**src/rtl/wb_arbiter_pkg.sv**
```systemverilog
// Shared register-file sizing used by the register file and the writeback arbiter.
package wb_arbiter_pkg;

    localparam int WIDTH_DEF = 32;
    localparam int REGS_DEF  = 32;

    // Register address width for a file of 'regs' architectural registers.
    function automatic int addr_w(input int regs);
        return $clog2(regs);
    endfunction

endpackage

```
**src/rtl/wb_fifo.sv**
```systemverilog
// Small synchronous FIFO for long-latency writeback results. Also exposes the
// valid bit and destination register of every slot so the arbiter can report
// pending writes without walking the pointers.
module wb_fifo
    import wb_arbiter_pkg::*;
#(
    parameter int  WIDTH  = WIDTH_DEF,
    parameter int  ADDR   = addr_w(REGS_DEF),
    parameter int  QDEPTH = 4,
    localparam int PW     = $clog2(QDEPTH),
    localparam int CW     = $clog2(QDEPTH + 1)
) (
    input  logic                        clk,
    input  logic                        reset,
    input  logic                        push,
    input  logic [ADDR-1:0]             push_reg,
    input  logic [WIDTH-1:0]            push_data,
    input  logic                        pop,
    output logic [ADDR-1:0]             head_reg,
    output logic [WIDTH-1:0]            head_data,
    output logic [CW-1:0]               count,
    output logic [QDEPTH-1:0]           ent_vld,
    output logic [QDEPTH-1:0][ADDR-1:0] ent_reg
);

    logic [QDEPTH-1:0][ADDR-1:0]  regs_q;
    logic [QDEPTH-1:0][WIDTH-1:0] data_q;
    logic [QDEPTH-1:0]            vld_q;
    logic [PW-1:0]                rd_ptr, wr_ptr;
    logic [CW-1:0]                count_q;

    // Storage, pointers and occupancy; the caller never pushes into a full FIFO.
    always_ff @(posedge clk or posedge reset) begin
        if (reset) begin
            regs_q  <= '0;
            data_q  <= '0;
            vld_q   <= '0;
            rd_ptr  <= '0;
            wr_ptr  <= '0;
            count_q <= '0;
        end else begin
            if (pop) begin
                vld_q[rd_ptr] <= 1'b0;
                rd_ptr        <= rd_ptr + PW'(1);
            end
            if (push) begin
                regs_q[wr_ptr] <= push_reg;
                data_q[wr_ptr] <= push_data;
                vld_q[wr_ptr]  <= 1'b1;
                wr_ptr         <= wr_ptr + PW'(1);
            end
            if (push && !pop)
                count_q <= count_q + CW'(1);
            else if (pop && !push)
                count_q <= count_q - CW'(1);
        end
    end

    assign head_reg  = regs_q[rd_ptr];
    assign head_data = data_q[rd_ptr];
    assign count     = count_q;
    assign ent_vld   = vld_q;
    assign ent_reg   = regs_q;

endmodule

```
**src/rtl/wb_arbiter.sv**
```systemverilog
// Writeback arbiter: owns the register-file write port, merging the in-order
// pipeline (top priority, no back-pressure) with buffered long-latency results.
// Reports per-read-port pending flags and a starvation stall request.
module wb_arbiter
    import wb_arbiter_pkg::*;
#(
    parameter int  WIDTH        = WIDTH_DEF,
    parameter int  REGS         = REGS_DEF,
    parameter int  QDEPTH       = 4,
    parameter int  STARVE_LIMIT = 8,
    localparam int ADDR         = addr_w(REGS),
    localparam int CW           = $clog2(QDEPTH + 1),
    localparam int SW           = $clog2(STARVE_LIMIT + 1)
) (
    input  logic             clk,
    input  logic             reset,
    input  logic             p_valid,
    input  logic [ADDR-1:0]  p_reg,
    input  logic [WIDTH-1:0] p_data,
    input  logic             ll_valid,
    output logic             ll_ready,
    input  logic [ADDR-1:0]  ll_reg,
    input  logic [WIDTH-1:0] ll_data,
    output logic             regwrite,
    output logic [ADDR-1:0]  wreg,
    output logic [WIDTH-1:0] wdata,
    input  logic [ADDR-1:0]  rreg1,
    input  logic [ADDR-1:0]  rreg2,
    output logic             pend1,
    output logic             pend2,
    output logic             stall_req
);

    logic                        p_win, fifo_push, fifo_pop, fifo_empty;
    logic [ADDR-1:0]             head_reg;
    logic [WIDTH-1:0]            head_data;
    logic [CW-1:0]               count;
    logic [QDEPTH-1:0]           ent_vld;
    logic [QDEPTH-1:0][ADDR-1:0] ent_reg;
    logic [SW-1:0]               starve_q, starve_nxt;

    wb_fifo #(
        .WIDTH  (WIDTH),
        .ADDR   (ADDR),
        .QDEPTH (QDEPTH)
    ) u_fifo (
        .clk       (clk),
        .reset     (reset),
        .push      (fifo_push),
        .push_reg  (ll_reg),
        .push_data (ll_data),
        .pop       (fifo_pop),
        .head_reg  (head_reg),
        .head_data (head_data),
        .count     (count),
        .ent_vld   (ent_vld),
        .ent_reg   (ent_reg)
    );

    // Port arbitration and handshake; writes to $0 are dropped on both sources.
    always_comb begin
        ll_ready   = (count != CW'(QDEPTH));
        fifo_empty = (count == '0);
        p_win      = p_valid && (p_reg != '0);
        fifo_pop   = !p_win && !fifo_empty;
        fifo_push  = ll_valid && ll_ready && (ll_reg != '0);
    end

    // Registered write port; address/data hold when idle.
    always_ff @(posedge clk or posedge reset) begin
        if (reset) begin
            regwrite <= 1'b0;
            wreg     <= '0;
            wdata    <= '0;
        end else if (p_win) begin
            regwrite <= 1'b1;
            wreg     <= p_reg;
            wdata    <= p_data;
        end else if (fifo_pop) begin
            regwrite <= 1'b1;
            wreg     <= head_reg;
            wdata    <= head_data;
        end else begin
            regwrite <= 1'b0;
        end
    end

    // Starvation count: cycles the queue head has lost the port, saturating.
    always_comb begin
        starve_nxt = starve_q;
        if (fifo_empty || fifo_pop)
            starve_nxt = '0;
        else if (p_win && starve_q != SW'(STARVE_LIMIT))
            starve_nxt = starve_q + SW'(1);
    end

    // Starvation state and its registered stall request.
    always_ff @(posedge clk or posedge reset) begin
        if (reset) begin
            starve_q  <= '0;
            stall_req <= 1'b0;
        end else begin
            starve_q  <= starve_nxt;
            stall_req <= (starve_nxt == SW'(STARVE_LIMIT));
        end
    end

    // Pending flags: queued entries plus the write currently on the port.
    always_comb begin
        pend1 = regwrite && (wreg == rreg1);
        pend2 = regwrite && (wreg == rreg2);
        for (int i = 0; i < QDEPTH; i++) begin
            if (ent_vld[i] && ent_reg[i] == rreg1) pend1 = 1'b1;
            if (ent_vld[i] && ent_reg[i] == rreg2) pend2 = 1'b1;
        end
        if (rreg1 == '0) pend1 = 1'b0;
        if (rreg2 == '0) pend2 = 1'b0;
    end

endmodule

```
**config.mk**
```make
export PLATFORM = sky130hd
export DESIGN_NAME = wb_arbiter
export DESIGN_NICKNAME = d
export VERILOG_FILES = /design/src/rtl/wb_arbiter_pkg.sv /design/src/rtl/wb_fifo.sv /design/src/rtl/wb_arbiter.sv
export SDC_FILE = /design/constraint.sdc
export NUM_CORES = 1
export LEC_CHECK = 0
export BUFFER_PORTS_ARGS = -buffer_cell sky130_fd_sc_hd__buf_2
export CELL_PAD_IN_SITES_DETAIL_PLACEMENT = 0
export CELL_PAD_IN_SITES_GLOBAL_PLACEMENT = 1
export CORE_ASPECT_RATIO = 0.5
export CORE_MARGIN = 1
export CORE_UTILIZATION = 50
export CTS_CLUSTER_DIAMETER = 80
export DETAILED_ROUTE_END_ITERATION = 10
export GPL_TIMING_DRIVEN = 0
export PLACE_DENSITY = 0.92
export SLEW_MARGIN = 20
export SYNTH_ARGS = -nofsm -noshare
export SYNTH_HDL_FRONTEND = slang
export SYNTH_SLANG_ARGS = --single-unit
```
**constraint.sdc**
```tcl
create_clock -name clk -period 14.5 [get_ports clk]
set_input_delay 2.175 -clock clk [delete_from_list [all_inputs] [get_ports clk]]
set_output_delay 2.175 -clock clk [all_outputs]
set_load 0.05 [all_outputs]
```
-- After elaboration in Yosys (flattened, before gate mapping)
Cells that the tools add are included.
- reductions and logical operators: 31
- order comparisons: 4
- mux-type cells: 36
- add/subtract/negate cells: 5
- bitwise gates (word level): 3
- eq/ne operators: 13
- operator list (kind ; count):
    bitwise mux 128 bit ; 1
    two-way mux 32 bit ; 4
    binary-select mux 32 bit (select 2 bit) ; 1
    demux 32 bit (select 2 bit) ; 1
    equality test 5 bit ; 10
    bitwise mux 20 bit ; 1
    two-way mux 5 bit ; 4
    logical AND 1 bit ; 19
    two-way mux 4 bit ; 4
    two-way mux 1 bit ; 14
    binary-select mux 5 bit (select 2 bit) ; 1
    demux 5 bit (select 2 bit) ; 1
    logical NOT 5 bit ; 2
    nonzero test 5 bit ; 2
    less-than comparator 2 x 3 -> 1 bit (second input constant) ; 2
    two-way mux 3 bit ; 2
    adder 2 x 1 -> 2 bit (second input constant) ; 2
    adder 4 x 1 -> 4 bit (second input constant) ; 1
    AND 4 bit ; 1
    demux 1 bit (select 2 bit) ; 2
    equality test 4 bit (second input constant) ; 1
    greater-or-equal comparator 2 x 1 -> 1 bit (second input constant) ; 2
    logical NOT 1 bit ; 4
    != test 4 bit (second input constant) ; 1
    other kinds (8) ; 9
- register bits after elaboration: 202
- logic and storage cells: 109

-- Depth between registers and ports, before layout
- word-level depth: 9
- depth in mapped cells: 11
- depth with buffers taken out: 10

-- By module
Synthesis repeated with hierarchy kept, for this count alone.
- cells, all modules: 700
- area total of the unflattened synthesis: 9763.1 um^2
- by module, submodules not included (module ; area an instance (um^2) ; cells an instance ; times used):
    wb_fifo ; 7026.7 ; 414 ; 1
    wb_arbiter ; 2736.4 ; 286 ; 1

-- Least setup slack after synthesis
Ideal clock, no wire load.
- path type: input port to output port
- from: input rreg1[2]
- to: output pend1
- data arrival time: 3.413 ns
- setup slack: 8.912 ns
- buffers on the path: 1
- required time: 12.325 ns
- stages on the path: 6
- cell sequence: clkbuf_1 > xor2_1 > nor4_1 > nand3_1 > nand3_1 > o22a_1
- cells in the longest elaborated chain, start to end: 7
- RTL lines (what ; line ; RTL):
    start: declaration ; wb_arbiter.sv:27 ; input logic [ADDR-1:0] rreg1,
    equality test 5 bit, on equally long branches ; wb_arbiter.sv:110, wb_arbiter.sv:113 ;
    logical AND 1 bit, on equally long branches ; wb_arbiter.sv:110, wb_arbiter.sv:113 ;
    two-way mux 1 bit (4 in a row) ; wb_arbiter.sv:113 ; if (ent_vld[i] && ent_reg[i] == rreg1) pend1 = 1'b1;
    two-way mux 1 bit (*) ; wb_arbiter.sv:116 ; if (rreg1 == '0) pend1 = 1'b0;
    end: declaration ; wb_arbiter.sv:29 ; output logic pend1,
Every way passes the cells marked *; elsewhere a longest branch is shown, timed or not.

-- Final worst setup path
- from: input rreg1[3]
- to: output pend1
The elaborated chain is that of the path after synthesis.

==> flow_summary.toml <==
[status]
status = "complete, no violations"

[detailed_routing]
num_vias = 6020
total_detailed_routing_wirelength_um = 21450
wl_per_cell_um = 19.52
drt-initial-drc-count = 235
vias_per_inst = 5.478
firstDrtPassIters = 4
final_antenna_net_count = 0
drc = 0

[timing]
tightestPinTransition_ns = 0.8700
hold_violations = 0
finalCritPeriodShare = 0.4013
rsz0062_at_grt = "no"
finalSetupTns_ns = 0
slew_headroom = 0.4200
clock-skew-final_ns = 0.009614
period_needed_ns = 5.818
report.final.slew_viol_count = 0
timing.final.setup_violations = 0
max_clk_rate_mhz = 171.9

[global_routing]
wire_length_of_the_first_global_routing_pass_um = 34360
grt_pass1_vias = 6393
grt_overflow_total = 0
antenna_violations_before_repair = 0
gr-usage-all-layers = 0.2245
grt_max_degree = 111

[clock_network]
root_buf_cell = "sky130_fd_sc_hd__clkbuf_16"
post_cts_resize_count = 0
cts_max_path_buffers = 3
tritoncts = "yes"
clk_latency_ns = 0.48
cts_setup_buffers = 0
cts.sink_count = 202
cts_made_buffers = 19
postCtsHoldBufs = 0
clock_tree.htree_level_count = 1
clk_transition_reported_paths_ns = 0.07

[setup_path]
critical_path_arrival_ns = 3.64
worstPathCellList = "clkbuf_1 -> xor2_1 -> nor4_1 -> nand3_1 -> nand2_1 -> o22a_1 -> buf_2"
slowest_delay_ns = 0.41
worst_setup_path_end_kind = "primary output"
r2r_start = "u_fifo.rd_ptr[1]"
worst_setup_path_startpoint = "rreg1[3]"
timing.critical_path.to = "pend1"
path_class = "input port to primary output"
critical_path.reg2reg.endpoint = "wreg[2]"
worstSetupStartpointType = "input port"
reg2reg_depth = 5
setup.reg_to_reg.worst_slack_ns = 11.99
crit_path_top_delay_cell = "sky130_fd_sc_hd__nor4_1"
critical_path_peak_fanout = 6
cp_data_required_time_ns = 12.32

[logic_synthesis]
post_synthesis_simple_gate_area_fraction = 0.04642
netlist.area_leader.share = 0.5209
synth.cell_area_um2 = 9704
avgSynthCellArea_um2 = 14.11
nets_in_the_synthesized_netlist = 788
synth.largest_area_cell = "sky130_fd_sc_hd__dfrtp_1"
main_combinational_cell_family_by_area_after_synthesis = "multiplexers"
synth_xor_xnor_area_share = 0.05235
synth_compound_gate_area_share = 0.02991
synth-warning-count = 0
synth_area_in_adders = 0.01625
synth_cells = 688
netlist_top_cells_area = "sky130_fd_sc_hd__dfrtp_1, sky130_fd_sc_hd__mux2_2, sky130_fd_sc_hd__mux4_2"
yosys.cell_types.count = 34
synthMuxAreaShare = 0.2971
synth-seq-area-share = 0.5209
synth-seq-cells = 202

[power_and_ir_drop]
p_sw_mw = 1.011
power.switching_fraction = 0.3703
peak_supply_drop_uv = 117.8
power.static_leakage_nw = 4.923
power.sequential.fraction = 0.380
cell_internal_pwr_mw = 1.720
combPwrFrac = 0.443
total_power_of_the_final_layout_mw = 2.732
power.clock.fraction = 0.177
power_density_nw_per_um2 = 242.7

[flow_run]
max_cap_viol_count = 0

[final_layout]
drive_above_1_share = 0.4238
number_of_antenna_cells_inserted = 0
fin_area_um2 = 11260
mostFrequentLayoutCell = "sky130_fd_sc_hd__dfrtp_1"
largest_register_ff_count = 128
most_used_cells_in_the_layout_excluding_fill_and_tap_cells = "sky130_fd_sc_hd__dfrtp_1, sky130_fd_sc_hd__mux2_2, sky130_fd_sc_hd__buf_2"
layout-area-overhead-vs-synth_pct = 15.99
postLayoutCoreUtil = 0.6019
final_net_count = 929
final.fill_count = 1451

[floorplan]
die_area_um2 = 20000
fp.dieW_um = 199.0
design.core.area_um2 = 18700
start_util = 0.5190
die_y_um = 100.5
top_level_ports = 130
std_cell_rows = 35

[place]
placement.io_buffers = 119
gp_routability_congestion = 0.8793
placed_cell_area_um2 = 10660
dp_hpwl_um = 15130

[min_path]
holdCritPathClass = "flop to flop"
-- per-layer routing --
layer / share of wire / wire (um) / up-vias / GRT usage
met3: 0.045 / 975 / 18 / 0.03647
met1: 0.46 / 9867 / 3136 / 0.3183
met5: 0 / 0 / - / 0
met4: 0.012 / 268 / 0 / 0.03964
li1: - / - / 2753 / -
met2: 0.48 / 10340 / 113 / 0.3723
-- logic make-up after synthesis --
kind of cell / Yosys count
AO/OA/AOI/OAI: 50
XOR/XNOR: 58
adder cells (fa/ha/maj): 12
buffers and inverters: 53
flip-flops: 202
multiplexers: 223
AND/OR/NAND/NOR: 90
-- how the worst min path moves through the flow --
stage / start / end / slack [ns] / cells after the start
3_5_place_dp: u_fifo.data_q[25] / u_fifo.data_q[25] / 0.48 / 1
5_1_grt: u_fifo.data_q[70] / u_fifo.data_q[70] / 0.51 / 1
4_1_cts: u_fifo.data_q[25] / u_fifo.data_q[25] / 0.50 / 1
3_3_place_gp: u_fifo.data_q[57] / u_fifo.data_q[57] / 0.47 / 1
2_1_floorplan: u_fifo.data_q[46] / u_fifo.data_q[46] / 0.46 / 1
6_report: u_fifo.data_q[57] / u_fifo.data_q[57] / 0.50 / 1
-- power groups by stage --
stage / clock network [mW] / logic (mW) / registers [mW]
6_report: 0.483 / 1.21 / 1.04
5_1_grt: 0.516 / 1.30 / 1.07
4_1_cts: 0.492 / 1.22 / 1.04
3_5_place_dp: 0 / 1.22 / 1.04
3_3_place_gp: 0 / 1.18 / 1.02
2_1_floorplan: 0 / 0.799 / 1.17
-- Yosys cell counts, drive strengths merged --
cell	instances
o21ai	3
inv	9
xnor2	14
xor2	44
a22o	5
o22a	2
a31oi	1
nor4	10
fa	1
mux4	37
ha	11
nor3	6
nor2	40
nand3b	1
mux2i	36
clkbuf	21
buf	23
o211a	1
nand3	13
a21oi	37
mux2	150
o31a	1
nor2b	1
or4	4
dfrtp	202
nand2	15
-- final cells by class --
type / count / area (um2) / share of cell area
Sequential cell: 202 / 5055 / 0.4491
Multi-Input combinational cell: 433 / 4289 / 0.3811
Timing Repair Buffer: 120 / 623.1 / 0.05536
Clock buffer: 26 / 541.8 / 0.04813
Buffer: 44 / 326.6 / 0.02901
Tap cell: 259 / 324.1 / 0.02879
Clock inverter: 6 / 55.05 / 0.004891
Inverter: 9 / 41.29 / 0.003668
-- through the flow --
stage	worst slack, ns	instances	hold slack, ns
after global placement	4.860	1066	0.4706
after floorplan	6.814	688	0.4594
after global routing	8.520	1099	0.5130
final	8.682	1099	0.4959
after detailed placement	8.719	1067	0.4815
after CTS	8.711	1099	0.4963
-- critical path: cells and delay by family --
family,cells,cell delay [ns]
and+or+nand+nor,3,0.63
xor gates and xnor gates,1,0.12
AOI/OAI and AO/OA,1,0.14
buffers and inverters,2,0.58
Power figures use the tool's default switching activity.
